### src/rtl/fetch_stage.sv
// Instruction fetch: PC register, combinational imem port, registered IF/ID {pc, instr} with valid.
// Latency: one edge from PC presentation to IF_ID; redirect target valid two edges after branch_taken.
// Backpressure: stall holds pc and IF_ID (flush still clears); FETCH_MISALIGN_TRAP_EN enables the misaligned-PC fault.
module fetch_stage #(
    parameter int                   ADDR_W     = 32,
    parameter int                   INSTR_W    = 32,
    parameter logic [ADDR_W-1:0]    RESET_PC   = '0,
    parameter int                   PC_STEP    = 4,
    parameter logic [INSTR_W-1:0]   HALT_INSTR = '1
) (
    input  logic                        clock,
    input  logic                        reset,
    input  logic                        stall,
    input  logic                        flush,
    input  logic                        branch_taken,
    input  logic [ADDR_W-1:0]           branch_target,
    output logic [ADDR_W-1:0]           imem_addr,
    output logic                        imem_en,
    input  logic [INSTR_W-1:0]          imem_rdata,
    output logic [ADDR_W-1:0]           pc,
    output logic [ADDR_W+INSTR_W-1:0]   IF_ID,
    output logic                        if_id_valid,
    output logic                        halted,
    output logic                        fault
);

    typedef enum logic [1:0] {
        S_RUN    = 2'd0,
        S_HALTED = 2'd1,
        S_FAULT  = 2'd2
    } state_t;

    state_t              state;
    logic [ADDR_W-1:0]   pc_inc;
    logic                misaligned;

    // Wraps modulo 2^ADDR_W by construction of the width.
    assign pc_inc    = pc + ADDR_W'(PC_STEP);
    assign imem_addr = pc;
    assign halted    = (state == S_HALTED);
    assign imem_en   = !reset && !stall && !halted && !fault;

`ifdef FETCH_MISALIGN_TRAP_EN
    localparam logic [ADDR_W-1:0] STEP_MASK = ADDR_W'(PC_STEP - 1);
    assign misaligned = |(pc & STEP_MASK);
    assign fault      = (state == S_FAULT);
`else
    assign misaligned = 1'b0;
    assign fault      = 1'b0;
`endif

    always_ff @(posedge clock) begin
        if (reset) begin
            pc          <= RESET_PC;
            IF_ID       <= '0;
            if_id_valid <= 1'b0;
            state       <= S_RUN;
        end else if (branch_taken) begin
            // Redirect wins over stall and squashes this cycle's fetch.
            pc          <= branch_target;
            IF_ID       <= '0;
            if_id_valid <= 1'b0;
            state       <= S_RUN;
        end else if (stall) begin
            if (flush) begin
                IF_ID       <= '0;
                if_id_valid <= 1'b0;
            end
        end else if (flush) begin
            IF_ID       <= '0;
            if_id_valid <= 1'b0;
            pc          <= pc_inc;
        end else if (state != S_RUN) begin
            IF_ID       <= '0;
            if_id_valid <= 1'b0;
        end else if (misaligned) begin
            IF_ID       <= '0;
            if_id_valid <= 1'b0;
            state       <= S_FAULT;
        end else begin
            IF_ID       <= {pc, imem_rdata};
            if_id_valid <= 1'b1;
            // The halt word itself is delivered; pc parks on it.
            if (imem_rdata == HALT_INSTR) begin
                state <= S_HALTED;
            end else begin
                pc <= pc_inc;
            end
        end
    end

endmodule

### config.mk
export PLATFORM = sky130hd
export DESIGN_NAME = fetch_stage
export DESIGN_NICKNAME = d
export VERILOG_FILES = /design/src/rtl/fetch_stage.sv
export SDC_FILE = /design/constraint.sdc
export NUM_CORES = 1
export LEC_CHECK = 0
export BUFFER_PORTS_ARGS = -buffer_cell sky130_fd_sc_hd__buf_4
export CAP_MARGIN = 30
export CORE_MARGIN = 5
export CORE_UTILIZATION = 25
export DETAILED_ROUTE_END_ITERATION = 8
export GPL_ROUTABILITY_DRIVEN = 0
export SYNTH_ARGS = -nofsm -noshare
export SYNTH_HDL_FRONTEND = slang
export SYNTH_SLANG_ARGS = --single-unit
### constraint.sdc
create_clock -name clock -period 2.8 [get_ports clock]
set_input_delay 0.14 -clock clock [delete_from_list [all_inputs] [get_ports clock]]
set_output_delay 0.14 -clock clock [all_outputs]
set_load 0.1 [all_outputs]
==> out/results.ini, run 1 <==
[grt]
overflow=0
grt_max_degree=50
grt_pass1_wl_mm=26.8
grt_pass1_vias=4734
antenna_found_initial=1
track_usage=0.152

[floorplan]
dieArea_um2=22300
dieWidth_um=149
core-area_um2=19300
die_h_um=149
initial_core_util=0.251
rows=51
ioPinCount=201

[min_path]
min_path_cells=3
hold_class=input pin to flop

[synth]
synth_edf_count=0
yosysMostFrequentCell=dfxtp_1
postSynthCellCount=576
synthFlopType=dfxtp_1
syn_avg_cell_area_um2=8.41
synth_fp_nets=646
async_flop_share=0
yosys_warnings=0
ys_seq_area_frac=0.405
synth.cell_area_um2=4840
synth_area_leaders=dfxtp_1, a22oi_1, nor2_1, buf_4, nand3_1
synth_top_area_frac=0.405
synth.largest_area_cell=dfxtp_1
synth_common_cells=dfxtp_1, nor2_1, a22oi_1
ys_ff_latch=98
synth_cell_types=58

[timing]
grt_setup_unrepaired=false
fmax_mhz=463
setup_violations=0
worst_pin_slew_ps=721
slew_violations=0
fin_crit_sh=0.771
maxSlewHeadroom=0.517
layout_setup_ws_ps=640
period_minus_slack_ps=2160
fin_tns_setup_ps=0
fin_skew_ps=6.60
hold_viol=0

[status]
status=finished clean

[detailed_routing]
vias=5059
drtIter0Drc=276
drt-total-wl_mm=17.8
dr.pass1.iters=5
drcViolationCount=0
via_per_inst=5.08
ant_nets=0
wl_per_cell_um=17.8

[power_and_ir_drop]
p_switching_mw=1.46
seqPwrFrac=0.401
p_int_mw=2.34
ir_drop_v=0.000233
leakagePower_nw=2.75
power_density_nw_per_um2=568
power.total_mw=3.79
clkPwrFrac=0.320
swShare=0.384
pwr-share-comb=0.279

[placement]
io_buffers=199
placed_cell_area_um2=6400
post-dp-hpwl_mm=13.0
dpl_worst_slack_ps=678

[critical_path]
worst_path_max_delay_cell=dfxtp_1
cp_data_required_time_ps=3080
critPathBufInv=0
cp_top_family=simple AND/OR/NAND/NOR gates
critPathLaunchType=flop
crit_arrival_ps=2440
path_depth=5
ff2ff_path_depth=5
cp-end-kind=flop
cpPeakStageDelay_ps=570
cp_cell_sequence=nand4_4 > or3_4 > or4_4 > and3_4 > nor3_2
crit_type=flop to flop
crit_path_max_fanout=11

[clock_tree]
h-tree-depth=3
cts_setup_buffers=0
cts.sinks=98
root_buffer=clkbuf_16
clock_latency_ps=350
numCtsBuffers=9
cts.repair.resized=0
tritoncts=yes
cts.clk_slew.worst_paths_ps=70
hold_buffers=0
cts_buffer_depth=2

[finish]
fin_util=0.347
stdcell_area_um2=6680
nNetsFinal=795
drive_gt1_frac=0.345
area_growth_pct=38.0

[job]
maxCapViolations=0

tightest hold or removal path: stages:
cell and delay [ps]:
buf_4 80, mux2i_1 50, nor2_1 70
registers in the layout, indices dropped and copies added, names as in the netlist:
register     flops
IF_ID           64
if_id_valid      1
state            1
imem_addr       32
power by group through the flow:
stage	combinational, mW	clock (mW)	sequential (mW)
after floorplan	0.486	0	1.87
after global placement	1.06	0	1.55
after detailed placement	1.06	0	1.55
after CTS	1.06	1.24	1.52
after global routing	1.10	1.30	1.53
final	1.06	1.21	1.52
worst paths after layout:
path	to	slack, ps	from
setup reg to reg	imem_addr[31]	640	imem_addr[4]
hold / removal	imem_addr[1]	30	branch_target[1]
hold reg to reg	if_id_valid	490	if_id_valid
setup / recovery	imem_addr[31]	640	imem_addr[4]
logic make-up (layout without fill, tap and decap cells):
group,Yosys count,count (layout),share of synthesized area
AND/OR/NAND/NOR,233,233,0.247
AO/OA/AOI/OAI,153,153,0.242
flip-flops,98,98,0.405
buffers and inverters,87,241,0.0966
multiplexers,3,3,0.00620
adder cells (fa/ha/maj),1,1,0.00258
other,1,2,0.000774
layout make-up:
cell class              count  area [um^2]
fillers                  2072        12600
multi-input cells         391         2430
flip-flops and latches     98         1960
repair buffers            218         1650
well taps                 265          332
clock buffers              12          256
clock inverters             4         26.3
inverters                   7         26.3
diodes                      1         2.50
through the flow:
| stage | hold slack, ps | std cells |
|---|---|---|
| 2_1_floorplan | 284 | 576 |
| 3_3_place_gp | 383 | 979 |
| 3_5_place_dp | 392 | 979 |
| 4_1_cts | 13.4 | 995 |
| 5_1_grt | 35.8 | 995 |
| 6_report | 28.2 | 996 |
layer usage:
| metal | wire length, um | share of wire | track usage |
|---|---|---|---|
| met1 | 8130 | 0.46 | 0.207 |
| met2 | 7920 | 0.45 | 0.236 |
| met3 | 1410 | 0.080 | 0.0383 |
| met4 | 289 | 0.016 | 0.0499 |
| met5 | 13 | 0.00073 | 0 |
cell usage in the layout, fill, tap and decap left out, drive strengths merged, types with 4 or more instances in the layout:
cell	Yosys	layout
nor2b	4	4
buf	44	218
nand2	21	21
clkbuf	36	12
nor3	21	21
a211oi	5	5
inv	7	7
a21oi	11	11
o21ai	15	15
nor2	88	88
nand3	28	28
a32oi	8	8
dfxtp	98	98
nor4	15	15
and3	16	16
a2111oi	14	14
nand4	17	17
o2111a	5	5
or3	8	8
o211ai	9	9
o2111ai	5	5
a22oi	64	64
Power figures use the tool's default switching activity.
==> run 2: changes to the inputs <==
--- a/config.mk
+++ b/config.mk
@@ -5,6 +5,7 @@
 export SDC_FILE = /design/constraint.sdc
 export NUM_CORES = 1
 export LEC_CHECK = 0
+export ABC_AREA = 1
 export BUFFER_PORTS_ARGS = -buffer_cell sky130_fd_sc_hd__buf_4
 export CAP_MARGIN = 30
 export CORE_MARGIN = 5
==> constraint.sdc (replaced) <==
create_clock -name clock -period 2.1 [get_ports clock]
set_input_delay 0.105 -clock clock [delete_from_list [all_inputs] [get_ports clock]]
set_output_delay 0.105 -clock clock [all_outputs]
set_load 0.1 [all_outputs]
==> run 2 against run 1 <==
Sequential power grew 34%; worst setup slack lost 300 ps; first-iteration DRC count grew 17%; critical path type unchanged; design area grew 3.9%; combinational power grew 48%; largest cell class unchanged; synthesized area grew 4.3%; clock-buffer cell count shrank 3; non-clock buffer count shrank 1; sequential share of layout area shrank 1.0 points; global-route usage grew 0.73 points; critical path depth grew 4; cell count grew 18%; critical endpoint is now imem_addr[26].
==> out/results.ini, run 2 <==
[power_and_ir_drop]
power_density_nw_per_um2=769
power.total_mw=5.34
leakagePower_nw=2.88
ir_drop_v=0.000428

[floorplan]
ioPinCount=201
initial_core_util=0.252
core-area_um2=20000
dieArea_um2=23100
rows=52
dieWidth_um=152
die_h_um=152

[synth]
yosysMostFrequentCell=nand2_1
synth.largest_area_cell=dfxtp_1
synth_cell_types=30
postSynthCellCount=746
synth_edf_count=0
yosys_warnings=0
synth_common_cells=nand2_1, nand3_1, dfxtp_1
synth_top_area_frac=0.389
ys_ff_latch=98
syn_avg_cell_area_um2=6.77
synth_area_leaders=dfxtp_1, nand2_1, nand3_1, a21oi_1, buf_4
synthFlopType=dfxtp_1
async_flop_share=0
synth_fp_nets=816
synth.cell_area_um2=5050
ys_seq_area_frac=0.389

[timing]
hold_viol=0
setup_violations=0
slew_violations=0
fin_crit_sh=0.838
fin_skew_ps=6.79
fin_hold_ws_ps=25.4
fmax_mhz=569
grt_setup_unrepaired=false
period_minus_slack_ps=1760

[detailed_routing]
drt-total-wl_mm=19.0
dr.pass1.iters=5
wl_per_cell_um=16.2
vias=5323
via_per_inst=4.54
ant_nets=0
drcViolationCount=0
drtIter0Drc=322

[clock_tree]
cts.clk_slew.worst_paths_ps=70
cts_setup_buffers=0
cts.sinks=98
h-tree-depth=3
cts_buffer_depth=2
numCtsBuffers=9
tritoncts=yes
clock_latency_ps=350
root_buffer=clkbuf_16

[finish]
area_growth_pct=37.5
seq_area_um2=1970
nFillCells=2223
diodes=0
multiInputGateArea_um2=2540
final_common_cell=buf_4
drive_gt1_frac=0.304
nNetsFinal=967
regMostFlops=IF_ID
largest_reg_flops=64
layout_common_cells=buf_4, nand2_1, nand3_1

[critical_path]
r2r_setup_slack_ps=340
crit_end=imem_addr[26]
startpoint=imem_addr[2]
cpPeakStageDelay_ps=410
cp_top_family=simple AND/OR/NAND/NOR gates
worst_path_max_delay_cell=dfxtp_2
critPathBufInv=1
critPathLaunchType=flop
path_depth=9
crit_path_max_fanout=7
crit_arrival_ps=2040
cp_data_required_time_ps=2380
cp-end-kind=flop
ff2ff_path_depth=9
cp_cell_sequence=ha_1 > inv_1 > nor2_2 > nand2_2 > nor2_4 > nand3_1 > nand3_1 > nand3_1 > a21oi_1
cp_common_cell=nand3_1
timing.rr.start=imem_addr[2]
r2r_end=imem_addr[26]
crit_type=flop to flop

[placement]
io_buffers=199
post-dp-hpwl_mm=13.6

[grt]
antenna_found_initial=0
grt_max_degree=66
track_usage=0.159
grt_pass1_wl_mm=29.6
overflow=0
grt_pass1_vias=5108

[min_path]
min_path_cells=3
hold_class=input pin to flop

[job]
maxCapViolations=0

[status]
status=finished clean

run 2: changes by cell type in the layout (fill, tap and decap cells not counted), sizes merged, moves of 20 or more:
cell | before | now
nand3 | 28 | 108
inv | 7 | 35
nand2 | 21 | 202
a21oi | 11 | 95
nor3 | 21 | 1
a22oi | 64 | 0
run 2: report_power, final:
group	internal (mW)	total (mW)	leakage (nW)	switching, mW
clock network	0.936	1.73	0.146	0.793
logic	0.363	1.57	1.93	1.20
registers	1.93	2.04	0.800	0.114
run 2: layer usage:
metal | vias to the layer above | GRT usage | share of wire
met5 | - | 0 | 0
met4 | 0 | 0.0347 | 0.012
met3 | 17 | 0.0475 | 0.070
met2 | 197 | 0.265 | 0.47
met1 | 2418 | 0.205 | 0.44
li1 | 2691 | - | -
run 2: cell families after synthesis:
family,share of synthesized area
other,0.000743
multiplexers,0.00991
buffers and inverters,0.112
flip-flops,0.389
XOR/XNOR,0.0139
AND/OR/NAND/NOR,0.350
adder cells (fa/ha/maj),0.00248
AO/OA/AOI/OAI,0.122
run 2: worst reg2reg max path, stage by stage (launching register included):
cell and delay [ps]:
dfxtp_2 410, ha_1 240, inv_1 90, nor2_2 240, nand2_2 140, nor2_4 180
nand3_1 90, nand3_1 90, nand3_1 70, a21oi_1 140
run 2: worst min-delay path by stage:
stage                          start            to
floorplan           branch_target[1]  imem_addr[1]
global placement    branch_target[1]  imem_addr[1]
detailed placement  branch_target[1]  imem_addr[1]
CTS                 branch_target[0]  imem_addr[0]
global route        branch_target[0]  imem_addr[0]
finish              branch_target[0]  imem_addr[0]
run 2: final cells by class:
cell class | instances | share of cell area
timing repair buffer | 217 | 0.240
clock inverter | 7 | 0.0112
multi-input combinational | 538 | 0.366
tap | 270 | 0.0487
clock buffer | 9 | 0.0324
sequential | 98 | 0.283
inverter | 33 | 0.0178
run 2: per-stage QoR:
step / cell area, um^2 / worst slack, ps / setup TNS (ps) / instances / utilization
after detailed placement: 6630 / 392 / 0 / 1155 / 0.331
after global placement: 6630 / 409 / 0 / 1155 / 0.331
after CTS: 6940 / 365 / 0 / 1172 / 0.346
final: 6940 / 341 / 0 / 1172 / 0.346
after global routing: 6940 / 174 / 0 / 1172 / 0.346
after floorplan: 5060 / -23.8 / -23.8 / 746 / -
run 2: timing repair:
item	CTS	global route
hold endpoints to repair	1	0
hold buffers	1	0
resized for setup	0	0
endpoints found under the setup margin	0	0
